File: src/rtl/sap2_ctrl_seq.sv
// SAP2 mini control sequencer: T-state counter plus opcode/flag decode into a 30-bit control word.
// Define SAP2_XJUMP_EN to add JXZ (10) and JXM (11); otherwise those opcodes are illegal.
module sap2_ctrl_seq #(
   parameter int T_MAX = 7
) (
   input  logic        clk,
   input  logic        clr,
   input  logic [7:0]  ins,
   input  logic        am,
   input  logic        az,
   input  logic        xm,
   input  logic        xz,
   output logic [29:0] con,
   output logic [2:0]  t,
   output logic        hlt,
   output logic        ill
);

   localparam logic [29:0] CP  = 30'(1) << 29;
   localparam logic [29:0] EP  = 30'(1) << 28;
   localparam logic [29:0] LP  = 30'(1) << 27;
   localparam logic [29:0] ES  = 30'(1) << 25;
   localparam logic [29:0] LS  = 30'(1) << 24;
   localparam logic [29:0] LM  = 30'(1) << 23;
   localparam logic [29:0] CE  = 30'(1) << 22;
   localparam logic [29:0] WE  = 30'(1) << 21;
   localparam logic [29:0] LD  = 30'(1) << 20;
   localparam logic [29:0] LI  = 30'(1) << 18;
   localparam logic [29:0] EN  = 30'(1) << 15;
   localparam logic [29:0] LA  = 30'(1) << 14;
   localparam logic [29:0] EA  = 30'(1) << 13;
   localparam logic [29:0] S3  = 30'(1) << 12;
   localparam logic [29:0] S2  = 30'(1) << 11;
   localparam logic [29:0] S1  = 30'(1) << 10;
   localparam logic [29:0] S0  = 30'(1) << 9;
   localparam logic [29:0] CI  = 30'(1) << 7;
   localparam logic [29:0] EU  = 30'(1) << 6;
   localparam logic [29:0] LB  = 30'(1) << 5;
   localparam logic [29:0] LX  = 30'(1) << 4;
   localparam logic [29:0] INX = 30'(1) << 3;
   localparam logic [29:0] DEX = 30'(1) << 2;
   localparam logic [29:0] LO  = 30'(1) << 0;

   // Memory operand fetch shared by LDA/STA/ADD/SUB/LDX/CALL/jumps.
   localparam logic [29:0] RDA = EP | LM;
   localparam logic [29:0] RDB = CP | CE | LM;

   typedef enum logic [2:0] {
      S_HALT = 3'd0,
      S_T1   = 3'd1,
      S_T2   = 3'd2,
      S_T3   = 3'd3,
      S_T4   = 3'd4,
      S_T5   = 3'd5,
      S_T6   = 3'd6,
      S_T7   = 3'd7
   } state_t;

   state_t      st;
   logic [2:0]  len;
   logic        bad;
   logic        last;
   logic [29:0] fetch_w;
   logic [29:0] exec_w;

   always_comb begin
      fetch_w = '0;
      case (st)
         S_T1:    fetch_w = EP | LM;
         S_T2:    fetch_w = CP;
         S_T3:    fetch_w = CE | LI;
         default: fetch_w = '0;
      endcase
   end

   // Execute decode; only states T4..T7 produce a word, so T1..T3 never depend on ins.
   always_comb begin
      exec_w = '0;
      len    = 3'd4;
      bad    = 1'b0;
      case (ins)
         8'h00: len = 3'd4;
         8'h01: begin
            len = 3'd6;
            case (st)
               S_T4:    exec_w = RDA;
               S_T5:    exec_w = RDB;
               S_T6:    exec_w = CE | LA;
               default: exec_w = '0;
            endcase
         end
         8'h02: begin
            len = 3'd7;
            case (st)
               S_T4:    exec_w = RDA;
               S_T5:    exec_w = RDB;
               S_T6:    exec_w = EA | LD;
               S_T7:    exec_w = WE;
               default: exec_w = '0;
            endcase
         end
         8'h03, 8'h04: begin
            len = 3'd7;
            case (st)
               S_T4:    exec_w = RDA;
               S_T5:    exec_w = RDB;
               S_T6:    exec_w = CE | LB;
               S_T7:    exec_w = (ins == 8'h03) ? (EU | LA | S3 | S0 | CI) : (EU | LA | S2 | S1);
               default: exec_w = '0;
            endcase
         end
         8'h05, 8'h06, 8'h07: begin
            len = 3'd5;
            case (st)
               S_T4: exec_w = RDA;
               S_T5: begin
                  if (ins == 8'h05 || (ins == 8'h06 && az) || (ins == 8'h07 && am))
                     exec_w = CE | LP;
                  else
                     exec_w = CE | CP;
               end
               default: exec_w = '0;
            endcase
         end
         8'h08: begin
            len = 3'd7;
            case (st)
               S_T4:    exec_w = RDA;
               S_T5:    exec_w = CP;
               S_T6:    exec_w = EP | LS;
               S_T7:    exec_w = CE | LP;
               default: exec_w = '0;
            endcase
         end
         8'h09: if (st == S_T4) exec_w = ES | LP;
         8'h0A: if (st == S_T4) exec_w = EN | LA;
         8'h0B: if (st == S_T4) exec_w = EA | LO;
         8'h0C: begin
            len = 3'd6;
            case (st)
               S_T4:    exec_w = RDA;
               S_T5:    exec_w = RDB;
               S_T6:    exec_w = CE | LX;
               default: exec_w = '0;
            endcase
         end
         8'h0D: if (st == S_T4) exec_w = INX;
         8'h0E: if (st == S_T4) exec_w = DEX;
         8'h0F: len = 3'd4;
`ifdef SAP2_XJUMP_EN
         8'h10, 8'h11: begin
            len = 3'd5;
            case (st)
               S_T4: exec_w = RDA;
               S_T5: begin
                  if ((ins == 8'h10 && xz) || (ins == 8'h11 && xm))
                     exec_w = CE | LP;
                  else
                     exec_w = CE | CP;
               end
               default: exec_w = '0;
            endcase
         end
`endif
         default: bad = 1'b1;
      endcase
   end

   assign last = (st == state_t'(len)) || (int'(st) >= T_MAX);
   assign con  = fetch_w | exec_w;
   assign t    = st;
   assign hlt  = (st == S_HALT);
   assign ill  = bad && (st == S_T4);

   always_ff @(posedge clk or posedge clr) begin
      if (clr)
         st <= S_T1;
      else if (st == S_HALT)
         st <= S_HALT;
      else if (st == S_T4 && ins == 8'h0F)
         st <= S_HALT;
      else if (last)
         st <= S_T1;
      else
         st <= state_t'(st + 3'd1);
   end

endmodule

File: config.mk
export PLATFORM = sky130hd
export DESIGN_NAME = sap2_ctrl_seq
export DESIGN_NICKNAME = d
export VERILOG_FILES = /design/src/rtl/sap2_ctrl_seq.sv
export SDC_FILE = /design/constraint.sdc
export NUM_CORES = 1
export LEC_CHECK = 0
export ABC_AREA = 1
export BUFFER_PORTS_ARGS = -buffer_cell sky130_fd_sc_hd__buf_2
export CORE_UTILIZATION = 40
export DETAILED_ROUTE_END_ITERATION = 10
export GPL_ROUTABILITY_DRIVEN = 0
export MAX_ROUTING_LAYER = met4
export PLACE_DENSITY = 0.74
export SLEW_MARGIN = 10
export SYNTH_ARGS = -nofsm -noshare
export SYNTH_HDL_FRONTEND = slang
export SYNTH_SLANG_ARGS = --single-unit
File: constraint.sdc
create_clock -name clk -period 3.7 [get_ports clk]
set_clock_uncertainty 0.05 [all_clocks]
set_input_delay 0.37 -clock clk [delete_from_list [all_inputs] [get_ports clk]]
set_output_delay 0.37 -clock clk [all_outputs]
set_load 0.02 [all_outputs]
Yosys cells after proc, flatten, opt, wreduce, memory -nomap -nowiden
Cells that the tools add are included.
Operators by class
  $add $sub $neg: 1
  multipliers: 0
  divide/modulo/power cells: 0
  $lt $le $gt $ge: 1
  equal/unequal tests: 23
  shift operators: 0
  mux-type cells: 20
  bitwise gates (word level): 1
  reduce and logical (&&, ||, !) cells: 14
Operators with widths (number)
  30-bit case mux with 4 select lines: 3
  30-bit case mux with 11 select lines: 1
  30-bit case mux with 3 select lines: 3
  8-bit by 4-bit == test with 1-bit output (second input constant): 8
  30-bit case mux with 2 select lines: 1
  8-bit by 3-bit == test with 1-bit output (second input constant): 4
  30-bit 2-to-1 mux: 1
  30-bit bitwise OR: 1
  28-bit 2-to-1 mux: 1
  8-bit by 2-bit == test with 1-bit output (second input constant): 2
  16-bit 2-to-1 mux: 1
  16-bit OR reduction: 1
  14-bit 2-to-1 mux: 1
  13-bit 2-to-1 mux: 1
  3-bit == test (second input constant): 4
  3-bit 2-to-1 mux: 4
  8-bit by 1-bit == test with 1-bit output (second input constant): 1
  8-bit logical NOT: 1
  3-bit by 2-bit == test with 1-bit output (second input constant): 2
  2-bit case mux with 3 select lines: 1
  1-bit logical AND: 4
  4-bit 2-to-1 mux: 1
  2-bit OR reduction: 2
  4-bit OR reduction: 1
  other kinds (8): 10
Storage, ports and cells
  bits in registers: 3
  bits in latches: 0
  bits in writable memories: 0
  ROM bits: 0
  input bits: 14
  output and inout bits: 35
  logic and storage cells: 61
  memories: 0

Longest topological paths before layout
Gate-level depths: netlist (run 1).
  word-level depth: 8
  mapped depth: 14
  mapped depth without buffers: 14

Worst setup path after synthesis (run 1)
Ideal clock, no wire load.
  path type: reg2out
  start: register st[1] (netlist: t[1])
  end: output port con[27]
  arrival time: 1693 ps
  data required time: 3280 ps
  slack: 1587 ps
  cell stages (with the launch flop): 8
  buffers on the path: 0
  cells stage by stage: dfrtp_1 -> inv_1 -> ha_1 -> nand2_1 -> inv_1 -> nand2_1 -> nor2_1 -> nand3b_1
On the way
  cells in the longest elaborated chain, start to end: 4
  elaborated cells on any way between the ends: 9
  those cells by class: eq/ne (4); mux (4); bitwise (1)
RTL lines
  from (decl): line 59  | state_t st;
  from (signal assigned): line 185  | st <= state_t'(st + 3'd1);
  3-bit == test, on equally long branches: line 127, 114, 135
  30-bit case mux with 4 select lines (tied with other cells): line 127  | case (st)
  30-bit case mux with 11 select lines *: line 81  | case (ins)
  30-bit bitwise OR *: line 170  | assign con = fetch_w | exec_w;
  to (decl): line 13  | output logic [29:0] con,
Mark *: on every way between the ends. The rest lies on a longest branch, timed or not.

Worst setup path after layout (run 1)
  start: input port ins[7]
  end: output port con[14]
On the way
  cells in the longest elaborated chain, start to end: 4
  elaborated cells on any way between the ends: 18
  those cells by class: eq/ne (14); mux (1); bitwise (1); reduce/logical (2)
RTL lines
  from (decl): line 8  | input logic [7:0] ins,
  8-bit by 3-bit == test with 1-bit output or 8-bit by 2-bit == test with 1-bit output (tied branches): line 81
  3-bit OR reduction or 2-bit OR reduction (tied branches): line 81
  30-bit case mux with 11 select lines *: line 81
  30-bit bitwise OR *: line 170
Marked as above.

==> results of run 1 <==
[cell usage after synthesis (2+ instances only)]
cell type and count:
a21oi_1 4, inv_1 28, nand3_1 11, inv_2 3
nand2_1 30, nor2_1 29, nand4_1 3, o211ai_1 2
nand3b_1 2, ha_1 6, buf_4 10, o21ai_0 5
nor3_1 4, dfrtp_1 2, nor2_2 7
[power by group]
group,internal [mW],switching [mW]
Combinational,0.0921,0.183
Clock,0.0403,0.0158
Sequential,0.0513,0.0234
Total,0.184,0.222
[what timing repair did]
item                      in CTS  in global routing
hold buffers                   1                  0
resized for setup              0                  0
hold endpoints to repair       2                  0
[layout make-up]
cell class                      instances  area share
Sequential cell                         3      0.0731
Clock buffer                            4      0.0252
Inverter                               31       0.112
Tap cell                               27      0.0324
Multi-Input combinational cell        115       0.556
Timing Repair Buffer                   41       0.201
[critical path, stage by stage]
cell and delay, ns:
buf_2 0.08, nor2_1 0.03, nand2_1 0.31, nor2_2 0.12, nor2_2 0.20, nand4_1 0.18, inv_1 0.11, nand4_2 0.14
nand3_1 0.13, nand3_1 0.08, buf_2 0.16
[metal layers]
metal	vias up	share of wire	track usage
met4	0	0.0061	0.111
met1	461	0.42	0.224
met2	49	0.50	0.326
li1	545	-	-
met5	-	0	-
met3	2	0.077	0.0377
[kinds of logic (layout without fill, tap and decap cells)]
| kind of cell | count (synthesis) | after routing | synth area share |
|---|---|---|---|
| other | 1 | 6 | 0.00450 |
| flip-flops | 3 | 3 | 0.0916 |
| adder cells (fa/ha/maj) | 6 | 6 | 0.0901 |
| buffers and inverters | 42 | 76 | 0.234 |
| AND/OR/NAND/NOR | 89 | 89 | 0.483 |
| AO/OA/AOI/OAI | 14 | 14 | 0.0961 |
[worst max-delay path by stage]
| stage | endpoint | slack, ns | cells past startpoint |
|---|---|---|---|
| 3_3_place_gp | con[14] | 1.44 | 11 |
| 5_1_grt | con[4] | 1.21 | 11 |
| 2_1_floorplan | con[27] | 1.59 | 7 |
| 3_5_place_dp | con[14] | 1.41 | 11 |
| 6_report | con[14] | 1.36 | 11 |
| 4_1_cts | con[14] | 1.40 | 11 |
==> summary.md, run 1 <==
| Metric | Value |
|---|---|
| Vias in the first global route | 840 |
| Die width | 47.6 um |
| Unrepaired setup endpoints after global routing | false |
| Clock Latency Late Sink | 0.23 ns |
| Placed cell count | 216 |
| Critical Path Start Type | primary input |
| Mapped Cells | 155 |
| Worst vdd ir | 368 uV |
| Layout fillers | 222 |
| Leak pwr | 0.666 nW |
| CTS buffer count | 3 |
| Pwr/cell area | 389 nW/um2 |
| Post-Syn Area | 833 um2 |
| Slew Limit Fails | 0 |
| Required time of the critical path | 3.28 ns |
| Clk buf depth | 2 |
| Endpoint class of the critical path | primary output |
| DR WL/cell | 9.62 um |
| Non-Filler Instances | 221 |
| Reg clk slew, reported paths | 0.04 ns |
| Total wire length | 2130 um |
| Commonest non-fill, non-tap cell in the layout | buf_2 |
| Dpl ws | 1.41 ns |
| Final HPWL DP | 1820 um |
| Number of remaining DRC errors | 0 |
| Global Route Usage Sum | 0.198 |
| Worst reg-to-reg path cell count | 7 |
| # IOs | 49 |
| Worst EP arrival | 1.92 ns |
| Root Buffer | clkbuf_4 |
| Most frequent cells in the layout | buf_2 (40), nand2_1 (30), nor2_1 (29), inv_1 (28), nand3_1 (11) |
| Syn_area_per_cell | 5.38 um2 |
| H-tree depth reported by CTS | 1 |
| Multi-input gate area | 581 um2 |
| IO Port Bufs | 40 |
| Post-synth top flop | dfrtp_1 |
| Top achievable clock speed | 0.428 GHz |
| Number of synthesized flops with an enable pin | 0 |
| Largest register FFs | 3 |
| Synthesis-stage register bit count | 3 |
| Sequential cell area fraction in the yosys report | 0.0916 |
| Via Count | 1057 |
| Area growth syn-to-layout | 25.2% |
| Period utilisation layout | 0.632 |
| Grt ovf | 0 |
| Post-synth top area cell | nand2_1 |
| Final Setup Violations | 0 |
| DRT iter0 DRCs | 26 |
| Most area-consuming cells after synthesis | nand2_1 (14%), nor2_1 (13%), inv_1 (13%) |
| Ys async rst share | 1.00 |
| Yosys Warn Count | 0 |
| Synth unique cells | 24 |
| Core Util, Final | 0.532 |
| ANT nets after route | 0 |
| R2R Setup Slk | 1.92 ns |
| Initial antenna violation count | 0 |
| Die Ht | 47.6 um |
| Core Region | 1960 um2 |
| DP Area | 1010 um2 |
| Largest net degree at the start of global routing | 13 |
| Largest fanout on the critical path | 12 |
| Initial cell density of the core | 0.425 |
| First-pass GRT wire length | 3150 um |
| First drt pass iteration count | 4 |
| Final WS setup | 1.36 ns |
| Number of setup buffers added after CTS | 0 |
| Post-route cell area | 1040 um2 |
| Crit Reg-Reg Startpoint | t[0] |
| Std cell rows | 16 |
| Critical path type | primary input to primary output |
| Drt via density | 4.78 |
| Post-route minimum period | 2.34 ns |
| CTS tree | yes |
| TNS Setup | 0 ns |
| Hold Crit Class | primary input to asynchronous set/reset pin |
| Run status | finished clean |
| Sequential Area | 76.3 um2 |
| Hold WS | 0.499 ns |
| RR Endpoint | t[1] |
| N_diodes | 0 |
| Clock Sinks | 3 |
| Final Power | 406 uW |
| Setup crit start | ins[7] |
| Die area | 2270 um2 |
| Hold Vio Cnt, Final | 0 |
| Final nets | 215 |
| Max-cap violation count | 0 |
| Layout cells sized above 1 | 0.294 |
| Post-synth top area share | 0.135 |
(Power assumes the default switching activity.)
==> run 2, diff against run 1 <==
--- a/config.mk
+++ b/config.mk
@@ -5,13 +5,13 @@
 export SDC_FILE = /design/constraint.sdc
 export NUM_CORES = 1
 export LEC_CHECK = 0
-export ABC_AREA = 1
+export ABC_AREA = 0
 export BUFFER_PORTS_ARGS = -buffer_cell sky130_fd_sc_hd__buf_2
-export CORE_UTILIZATION = 40
+export CORE_UTILIZATION = 39
 export DETAILED_ROUTE_END_ITERATION = 10
 export GPL_ROUTABILITY_DRIVEN = 0
 export MAX_ROUTING_LAYER = met4
-export PLACE_DENSITY = 0.74
+export PLACE_DENSITY = 0.76
 export SLEW_MARGIN = 10
 export SYNTH_ARGS = -nofsm -noshare
 export SYNTH_HDL_FRONTEND = slang
==> constraint.sdc (replaced) <==
create_clock -name clk -period 1.9 [get_ports clk]
set_clock_uncertainty 0.05 [all_clocks]
set_input_delay 0.19 -clock clk [delete_from_list [all_inputs] [get_ports clk]]
set_output_delay 0.19 -clock clk [all_outputs]
set_load 0.02 [all_outputs]
==> run 2 against run 1 <==
- the run now ends with negative setup slack left
- global-route usage increased by 6.6 points
- die area is 2.3% higher
- flip-flop and latch count stayed put
- sequential share of layout area decreased by 2.5 points
- critical path depth fell by 4
- non-clock buffer count is 29 higher
- first-iteration DRC count up 110%
- via count up 16%
- largest cell class unchanged
==> summary.md, run 2 <==
| Metric | Value |
|---|---|
| Run status | finished with violations |
| Failing checks | negative setup slack |
| Ys async rst share | 1.00 |
| Dpl ws | -0.0000258 ns |
| Slew Limit Fails | 0 |
| DRT iter0 DRCs | 54 |
| Max transition margin | 0.634 |
| Area growth syn-to-layout | 92.6% |
| Worst-Margin Slew | 0.549 ns |
| R2R Setup Slk | 0.02 ns |
| Syn_area_per_cell | 6.66 um2 |
| Combinational group share of total power | 0.828 |
| Root Buffer | clkbuf_4 |
| Hold WS | 0.314 ns |
| Top achievable clock speed | 0.490 GHz |
| Hold Crit Class | primary input to asynchronous set/reset pin |
| Synth unique cells | 44 |
| IO Port Bufs | 40 |
| Grt ovf | 0 |
| Critical path type | register to primary output |
| Most area-consuming cells after synthesis | ha_1 (9.0%), buf_4 (8.1%), dfrtp_1 (6.0%) |
| First-pass GRT wire length | 4200 um |
| Via Count | 1231 |
| Post-synth top flop | dfrtp_1 |
| CTS tree | yes |
| Layout cells sized above 1 | 0.605 |
| Std cell rows | 16 |
| Global Route Usage Sum | 0.264 |
| Clock Latency Late Sink | 0.23 ns |
| Largest fanout on the critical path | 4 |
| Pwr/cell area | 1000 nW/um2 |
| DP Area | 1100 um2 |
| Worst EP arrival | 1.80 ns |
| Placed cell count | 191 |
| Mapped Cells | 125 |
| H-tree depth reported by CTS | 1 |
| Clk buf depth | 2 |
| Die area | 2320 um2 |
| First drt pass iteration count | 5 |
| Top delay family on crit path | compound AO/OA/AOI/OAI gates |
| Post-synth top area share | 0.0902 |
| # IOs | 49 |
| Sequential cell area fraction in the yosys report | 0.0917 |
| Yosys Warn Count | 0 |
| TNS Setup | -0.435 ns |
| Critical Path Start Type | register |
| Post-route minimum period | 2.04 ns |
| Crit Reg-Reg Startpoint | t[0] |
| Worst reg-to-reg path cell count | 8 |
| Clock Sinks | 3 |
| Clock power frac | 0.070 |
| CTS buffer count | 3 |
| Endpoint class of the critical path | primary output |
| Die width | 48.2 um |
| Vias in the first global route | 964 |
| Reg clk slew, reported paths | 0.04 ns |
| Non-Filler Instances | 212 |
| Largest net degree at the start of global routing | 17 |
| Post-route cell area | 1600 um2 |
| Buf/Inv on CP | 2 |
| RR Endpoint | t[1] |
| Crit path largest cell delay | 0.60 ns |
| Max stage delay cell, worst path | dfstp_2 |
| Leak pwr | 0.684 nW |
| Seq pwr share | 0.102 |
| Required time of the critical path | 1.66 ns |
| Cell Chain, Critical Path | inv_4, ha_4, o211a_1, a21oi_2, o32ai_2, a21o_1, buf_6 |
| N_diodes | 0 |
| Post-synth top cells | nor2_1 (13), nand2_1 (11), buf_4 (9), inv_1 (8) |
| Switching power | 783 uW |
| Final HPWL DP | 1870 um |
| DR WL/cell | 16.4 um |
| Initial cell density of the core | 0.420 |
| Largest register FFs | 3 |
| Core Region | 1980 um2 |
| Period utilisation layout | 1.07 |
| Internal | 820 uW |
| Post-synth top area cell | ha_1 |
| Unrepaired setup endpoints after global routing | true |
| Final WS setup | -0.142 ns |
| Synthesis-stage register bit count | 3 |
| Final Setup Violations | 11 |
| Number of remaining DRC errors | 0 |
| Worst vdd ir | 854 uV |
| Most frequent cells in the layout | buf_4 (25), buf_2 (22), buf_6 (22), nand2_1 (10) |
| Max-cap violation count | 0 |
| Post-Syn Area | 832 um2 |
| Commonest non-fill, non-tap cell in the layout | buf_4 |
| Total wire length | 3480 um |
| Initial antenna violation count | 0 |
| Die Ht | 48.2 um |
| Final nets | 206 |
| ANT nets after route | 0 |
| Most frequent cell after synthesis | nor2_1 |
| Drt via density | 5.81 |
| Switching part of the total power | 0.489 |
| Hold Vio Cnt, Final | 0 |
| Number of synthesized flops with an enable pin | 0 |
## run 2: layout make-up
class                           count  area (um2)
Multi-Input combinational cell    100         875
Timing Repair Buffer               70         556
Fill cell                         129         379
Sequential cell                     3        77.6
Inverter                            8        35.0
Tap cell                           27        33.8
Clock buffer                        4        26.3
## run 2: cells by family (layout without fill, tap and decap cells)
group                    after synthesis  in the layout  synth area share
multiplexers                           1              1            0.0135
adder cells (fa/ha/maj)                6              6            0.0902
flip-flops                             3              3            0.0917
AO/OA/AOI/OAI                         31             31             0.263
buffers and inverters                 27             82             0.167
other                                  1              6           0.00451
XOR/XNOR                               1              1            0.0105
AND/OR/NAND/NOR                       55             55             0.359
## run 2: how the worst max path moves through the flow
stage	startpoint	end	slack [ns]	cells after the start
floorplan	t[0]	con[23]	-0.01	6
global placement	t[0]	con[23]	0.05	6
detailed placement	t[0]	t[1]	-0.00003	6
CTS	t[0]	con[22]	-0.11	7
global route	t[0]	con[22]	-0.19	7
finish	t[0]	con[22]	-0.14	7
## run 2: power by group through the flow
stage | combinational (mW) | sequential [mW] | clock, mW
global placement | 0.777 | 0.134 | 0
CTS | 1.02 | 0.162 | 0.122
finish | 1.33 | 0.164 | 0.112
detailed placement | 0.801 | 0.136 | 0
floorplan | 0.510 | 0.178 | 0
global route | 1.42 | 0.169 | 0.122
## run 2: tightest hold or removal path, delay by kind of cell
family / cells / cell delay, ns
buf+inv: 3 / 0.75
## run 2: layer usage
metal,GRT usage,up-vias,part of all wire
met2,0.475,85,0.55
met1,0.289,585,0.36
met4,0.156,0,0.0072
met3,0.00370,5,0.078
met5,-,-,0
li1,-,556,-
## run 2: repair_timing
item,CTS,global route
resized for setup,46,41
hold buffers,1,0
hold endpoints to repair,3,0
setup endpoints to repair,19,21
pin swaps,12,15
setup buffers,8,9
## run 2: through the flow
| stage | util | power, mW |
|---|---|---|
| 5_1_grt | 0.809 | 1.71 |
| 4_1_cts | 0.691 | 1.31 |
| 2_1_floorplan | - | 0.689 |
| 3_3_place_gp | 0.555 | 0.911 |
| 6_report | 0.809 | 1.60 |
| 3_5_place_dp | 0.555 | 0.936 |
